`config.mk`:
```
export PLATFORM = sky130hd
export DESIGN_NAME = mem_stage
export DESIGN_NICKNAME = d
export VERILOG_FILES = /design/src/rtl/mem_stage.sv
export SDC_FILE = /design/constraint.sdc
export NUM_CORES = 1
export LEC_CHECK = 0
export CAP_MARGIN = 20
export CORE_MARGIN = 2
export CORE_UTILIZATION = 39
export DETAILED_ROUTE_END_ITERATION = 10
export PLACE_DENSITY_LB_ADDON = 0.08
export SLEW_MARGIN = 40
export SYNTH_ARGS = -nofsm -noshare
export SYNTH_HDL_FRONTEND = slang
export SYNTH_SLANG_ARGS = --single-unit
```
`constraint.sdc`:
```
create_clock -name clk -period 2.7 [get_ports clk]
set_input_delay 0.54 -clock clk [delete_from_list [all_inputs] [get_ports clk]]
set_output_delay 0.54 -clock clk [all_outputs]
set_load 0.1 [all_outputs]
```
`src/rtl/mem_stage.sv`:
```
// MEM stage of the RISC-8 pipeline: data-memory req/ack access with bounded wait,
// upstream stall generation, branch resolution and the MEM/WB pipeline register.
module mem_stage #(
    parameter int DATA_W  = 8,
    parameter int ADDR_W  = 8,
    parameter int REG_W   = 3,
    parameter int TIMEOUT = 16
) (
    input  logic              clk,
    input  logic              reset_n,
    input  logic [DATA_W-1:0] alu_result_in,
    input  logic [DATA_W-1:0] rd2_in,
    input  logic [REG_W-1:0]  rd_in,
    input  logic              zero_in,
    input  logic [3:0]        alu_flag_in,
    input  logic              memread_in,
    input  logic              memwrite_in,
    input  logic              memtoreg_in,
    input  logic              regwrite_in,
    input  logic              branch_in,
    output logic              dmem_req,
    output logic              dmem_we,
    output logic [ADDR_W-1:0] dmem_addr,
    output logic [DATA_W-1:0] dmem_wdata,
    input  logic [DATA_W-1:0] dmem_rdata,
    input  logic              dmem_ack,
    output logic              stall,
    output logic              pc_src,
    output logic              mem_err,
    output logic [DATA_W-1:0] wb_read_data,
    output logic [DATA_W-1:0] wb_alu_result,
    output logic [REG_W-1:0]  wb_rd,
    output logic [3:0]        wb_alu_flag,
    output logic              wb_memtoreg,
    output logic              wb_regwrite,
    output logic              wb_valid
);

    typedef enum logic [0:0] {
        ST_IDLE   = 1'b0,
        ST_ACCESS = 1'b1
    } state_t;

    localparam int              CNT_W    = $clog2(TIMEOUT + 1);
    localparam logic [CNT_W-1:0] CNT_LAST = CNT_W'(TIMEOUT - 1);

    state_t              state_r;
    logic [CNT_W-1:0]    cnt_r;
    logic                req_r;
    logic                we_r;
    logic [ADDR_W-1:0]   addr_r;
    logic [DATA_W-1:0]   wdata_r;
    logic                err_r;
    logic [DATA_W-1:0]   wb_read_data_r;
    logic [DATA_W-1:0]   wb_alu_result_r;
    logic [REG_W-1:0]    wb_rd_r;
    logic [3:0]          wb_alu_flag_r;
    logic                wb_memtoreg_r;
    logic                wb_regwrite_r;
    logic                wb_valid_r;

    logic                mem_op_s;
    logic                timeout_s;
    logic                stall_s;
    logic                load_done_s;

    // Stall / timeout decode from current state and handshake inputs
    always_comb begin
        mem_op_s    = memread_in | memwrite_in;
        timeout_s   = 1'b0;
        stall_s     = 1'b0;
        load_done_s = 1'b0;
        if (state_r == ST_ACCESS) begin
            timeout_s   = ~dmem_ack & (cnt_r == CNT_LAST);
            stall_s     = ~dmem_ack & ~timeout_s;
            load_done_s = dmem_ack & ~we_r;
        end else begin
            stall_s = mem_op_s;
        end
    end

    // Access FSM: owns the memory request, latched address/data and the wait counter
    always_ff @(posedge clk) begin
        if (!reset_n) begin
            state_r <= ST_IDLE;
            cnt_r   <= {CNT_W{1'b0}};
            req_r   <= 1'b0;
            we_r    <= 1'b0;
            addr_r  <= {ADDR_W{1'b0}};
            wdata_r <= {DATA_W{1'b0}};
            err_r   <= 1'b0;
        end else begin
            case (state_r)
                ST_IDLE: begin
                    if (mem_op_s) begin
                        // A simultaneous read+write request resolves to a store
                        state_r <= ST_ACCESS;
                        req_r   <= 1'b1;
                        we_r    <= memwrite_in;
                        addr_r  <= alu_result_in[ADDR_W-1:0];
                        wdata_r <= rd2_in;
                        cnt_r   <= {CNT_W{1'b0}};
                    end
                end
                ST_ACCESS: begin
                    if (dmem_ack) begin
                        state_r <= ST_IDLE;
                        req_r   <= 1'b0;
                    end else if (timeout_s) begin
                        state_r <= ST_IDLE;
                        req_r   <= 1'b0;
                        err_r   <= 1'b1;
                    end else begin
                        cnt_r <= cnt_r + {{(CNT_W-1){1'b0}}, 1'b1};
                    end
                end
                default: begin
                    state_r <= ST_IDLE;
                    req_r   <= 1'b0;
                end
            endcase
        end
    end

    // MEM/WB register: bubble while stalled, otherwise capture the EX/MEM fields
    always_ff @(posedge clk) begin
        if (!reset_n || stall_s) begin
            wb_read_data_r  <= {DATA_W{1'b0}};
            wb_alu_result_r <= {DATA_W{1'b0}};
            wb_rd_r         <= {REG_W{1'b0}};
            wb_alu_flag_r   <= 4'h0;
            wb_memtoreg_r   <= 1'b0;
            wb_regwrite_r   <= 1'b0;
            wb_valid_r      <= 1'b0;
        end else begin
            wb_read_data_r  <= load_done_s ? dmem_rdata : {DATA_W{1'b0}};
            wb_alu_result_r <= alu_result_in;
            wb_rd_r         <= rd_in;
            wb_alu_flag_r   <= alu_flag_in;
            wb_memtoreg_r   <= memtoreg_in;
            wb_regwrite_r   <= regwrite_in & ~timeout_s;
            wb_valid_r      <= 1'b1;
        end
    end

    assign dmem_req      = req_r;
    assign dmem_we       = we_r;
    assign dmem_addr     = addr_r;
    assign dmem_wdata    = wdata_r;
    assign stall         = stall_s;
    assign pc_src        = branch_in & zero_in;
    assign mem_err       = err_r;
    assign wb_read_data  = wb_read_data_r;
    assign wb_alu_result = wb_alu_result_r;
    assign wb_rd         = wb_rd_r;
    assign wb_alu_flag   = wb_alu_flag_r;
    assign wb_memtoreg   = wb_memtoreg_r;
    assign wb_regwrite   = wb_regwrite_r;
    assign wb_valid      = wb_valid_r;

endmodule

```
==> summary.txt <==
Placement
  • # port buffers: 86
  • Placed Cells: 306
  • Final Wtd Congestion: between 0.7 and 0.8
  • DP HPWL: 2.67 mm
  • Placed instance area: roughly 2600 sq um
  • Pre-CTS setup slack: 0.315 ns

STA
  • Final TNS setup: 0 ns
  • Final worst setup slack: between 0.1 and 0.15 ns
  • Min cycle time layout: 2.56 ns
  • Worst Tran Pin Value: 0.529 ns
  • RSZ-0062 raised after global routing: false
  • Slew HR: around 65%
  • Final Skew: 0.00492 ns
  • Final Hold Vio Count: 0
  • Slew Viols, Final: 0
  • Final setup vio count: 0
  • Fmax: just under 400 MHz
  • Period utilization: 94.8%

Global routing
  • Initial antenna violation count: 0
  • Total grt overflow: 0
  • All-Layer GR Usage: around 15%
  • First-pass GRT wire length: 5.88 mm
  • Number of global-route vias before repair: 1309
  • Largest net degree at the start of global routing: 23

Worst setup path
  • Max stage delay on crit path: 0.38 ns
  • CP cell instances: ha_1 -> and3_1 -> ha_1 -> or3b_1 -> nand2_1 -> buf_12
  • Reg-to-Reg End: wb_alu_result[0]$_SDFF_PP0_
  • Most common cell on crit path: ha_1
  • Buf/Inv on CP: 1
  • CP max-delay cell: or3b_1
  • Crit path kind: reg2out
  • CP startpoint: cnt_r[0]$_SDFFE_PN0P_
  • Reg2reg setup slack: 0.44 ns
  • CP arrival: 2.02 ns
  • Family with the most delay on the worst path: simple AND/OR/NAND/NOR gates
  • Critical Path Sink Type: primary output
  • R2R Path Start: cnt_r[0]$_SDFFE_PN0P_
  • Critical Path RT: 2.16 ns
  • Worst-path fanout max: 5
  • Levels on crit path: 6
  • FF-to-FF path depth: 7
  • Crit start category: flip-flop
  • CP Capture Point: stall

Detailed routing
  • Final wirelength: roughly 3.6 mm
  • Via/cell ratio: 4.54
  • Drc violations: 0
  • Post-DRT Antenna Nets: 0
  • TritonRoute pass-1 iters: 4
  • Initial drt markers: 33
  • Routed len/inst: 11.5 microns
  • DR vias: between 1000 and 1500

CTS
  • Latest clock arrival within the worst-skew pair: 0.30 ns
  • CTS Hold Bufs: 0
  • Setup bufs post-CTS: 0
  • CTS resizes: 0
  • Clock buffer depth: 2
  • Number of CTS-inserted buffers: 5
  • CTS tree: yes
  • TritonCTS Sinks: 51
  • Clock transition at path regs: 0.08 ns
  • Root Buffer: clkbuf_8
  • Htree depth: 2

Synthesis
  • Mean area per synthesized cell: 10.2 sq um
  • Simple-gate share of the synthesized area: 24.4%
  • Largest family of logic cells by synthesized area: simple AND/OR/NAND/NOR gates
  • Synthesized flop and latch total: 51
  • Compound-gate portion of the synthesized area: 11.5%
  • XOR/XNOR Fraction of Synth Area: 0%
  • Post-synthesis adder-cell area fraction: 1.42%
  • Syn Nets: 215
  • Mapped Area: 1760 sq um
  • Yosys warnings: 0
  • Register area share after synthesis: 58.0%
  • Mapped Cells: 173
  • Mux contribution to synthesized area: 0.569%
  • Synth cell types: 29

Floorplanning
  • Initial Util: between 40% and 50%
  • Die width: 71.2 microns
  • Die area: between 5000 and 6000 sq um
  • CORE AREA: ~4400 sq um
  • FP Rows: 24
  • Ports: 87
  • DIE HEIGHT: 71.2 microns

Pwr
  • LEAKAGE: approximately 1.2 nW
  • Pwr/cell area: 681 nW/um^2
  • Maximum vdd ir drop: a little over 0.3 mV

Layout
  • Finished Cell Area: 2670 sq um
  • # nets final: between 300 and 400
  • Fillers: around 380
  • # diodes: 0
  • Area delta synth->final: 51.8%
  • Layout cells sized above 1: 29.1%
  • Final Non-Filler Cells: 313

Min path
  • Hold/Removal Path Class: reg2reg

Status
  • Outcome: finished clean

Job
  • MaxCap Viol Count: 0
Yosys cell counts, drive strengths merged:
library cell / number / area (sq um)
and4b: 1 / 11.3
ha: 2 / 25.0
a211oi: 1 / 7.51
nand2b: 1 / 6.26
and2: 26 / 194
or3b: 1 / 8.76
nor4b: 1 / 8.76
clkbuf: 4 / 15.0
and3: 2 / 12.5
nand2: 35 / 131
o22ai: 1 / 6.26
dfxtp: 51 / 1020
buf: 5 / 42.5
a31oi: 2 / 12.5
nor2b: 4 / 25.0
mux2i: 1 / 10.0
a21oi: 3 / 15.0
o21ba: 1 / 10.0
o21bai: 1 / 7.51
nand3: 3 / 15.0
o21ai: 3 / 15.0
nor2: 1 / 3.75
a21boi: 17 / 128
inv: 4 / 15.0
or3: 2 / 12.5
worst register-to-register path, stage by stage (launching register included):
cell and delay [ns]:
dfxtp_1 0.35, ha_1 0.21, and3_1 0.19, ha_1 0.23, or3b_1 0.38, buf_4 0.17, and3_1 0.35, and2_2 0.28
per-layer routing:
metal | up-vias | global-route usage, % | wire length (microns)
met2 | 54 | 23.3 | 1630
li1 | 734 | - | -
met4 | 0 | 6.29 | 53
met3 | 5 | 5.56 | 274
met5 | - | 0 | 0
met1 | 628 | 18.1 | 1650
cells in the final DEF (no fill, tap or decap):
cell type        netlist  final
dfxtp_1               51     51
buf_4                  0     49
clkdlybuf4s50_1        0     39
nand2_1               35     35
a21boi_0              17     17
and2_1                10     10
and2_4                 9      9
and2_2                 7      7
clkbuf_8               0      5
inv_1                  4      4
nor2b_1                4      4
o21ai_0                3      3
a21oi_1                3      3
nand3_1                3      3
and3_1                 2      2
or3_1                  2      2
a31oi_1                2      2
ha_1                   2      2
buf_12                 0      2
o21bai_1               1      1
or3b_1                 1      1
nor2_1                 1      1
o21ba_2                1      1
nor4b_1                1      1
mux2i_1                1      1
and4b_2                1      1
a211oi_1               1      1
nand2b_1               1      1
o22ai_1                1      1
bufinv_16              0      1
clkinvlp_4             0      1
flip-flops by register name (all words and copies together) (netlist names):
signal	count
state_r	1
wb_rd	3
dmem_req	1
wb_alu_result	8
mem_err	1
dmem_we	1
dmem_wdata	8
dmem_addr	8
wb_regwrite	1
wb_alu_flag	4
wb_valid	1
cnt_r	5
wb_read_data	8
wb_memtoreg	1
worst min-delay path by stage:
stage / from / to / slack (ns) / depth (start not counted)
after CTS: dmem_addr[0]$_SDFFE_PN0P_ / dmem_addr[0]$_SDFFE_PN0P_ / 0.47 / 2
after global routing: dmem_addr[5]$_SDFFE_PN0P_ / dmem_addr[5]$_SDFFE_PN0P_ / 0.49 / 2
final: dmem_wdata[3]$_SDFFE_PN0P_ / dmem_wdata[3]$_SDFFE_PN0P_ / 0.47 / 2
after floorplan: cnt_r[3]$_SDFFE_PN0P_ / cnt_r[3]$_SDFFE_PN0P_ / 0.45 / 2
after detailed placement: dmem_addr[0]$_SDFFE_PN0P_ / dmem_addr[0]$_SDFFE_PN0P_ / 0.46 / 2
after global placement: dmem_addr[7]$_SDFFE_PN0P_ / dmem_addr[7]$_SDFFE_PN0P_ / 0.45 / 2
where the power goes:
group / internal (W) / switching (W) / total [W]
Combinational: 0.000146 / 0.000360 / 0.000505
Sequential: 0.000791 / 0.0000175 / 0.000808
Clock: 0.000271 / 0.000235 / 0.000506
final cells by class:
type                    count  area, sq um  share of cell area (%)
repair buffers             90          798                    29.9
multi-input cells         109          666                    24.9
clock inverters             2         37.5                    1.41
clock buffers               5         68.8                    2.58
inverters                   4         15.0                   0.562
well taps                  52         65.1                    2.44
flip-flops and latches     51         1020                    38.2
through the flow:
stage	hold slack (ns)	power, W	utilization [%]
floorplan	0.453	0.00119	-
global placement	0.451	0.00133	58.9
detailed placement	0.458	0.00133	58.9
CTS	0.470	0.00185	61.4
global route	0.487	0.00189	61.4
finish	0.467	0.00182	61.4
cells by family after synthesis:
family	count (synthesis)
compound gates	29
fa+ha+maj	2
buf+inv	13
flops	51
mux	1
simple gates	77
Note: power is estimated with default switching activity, not from simulation.
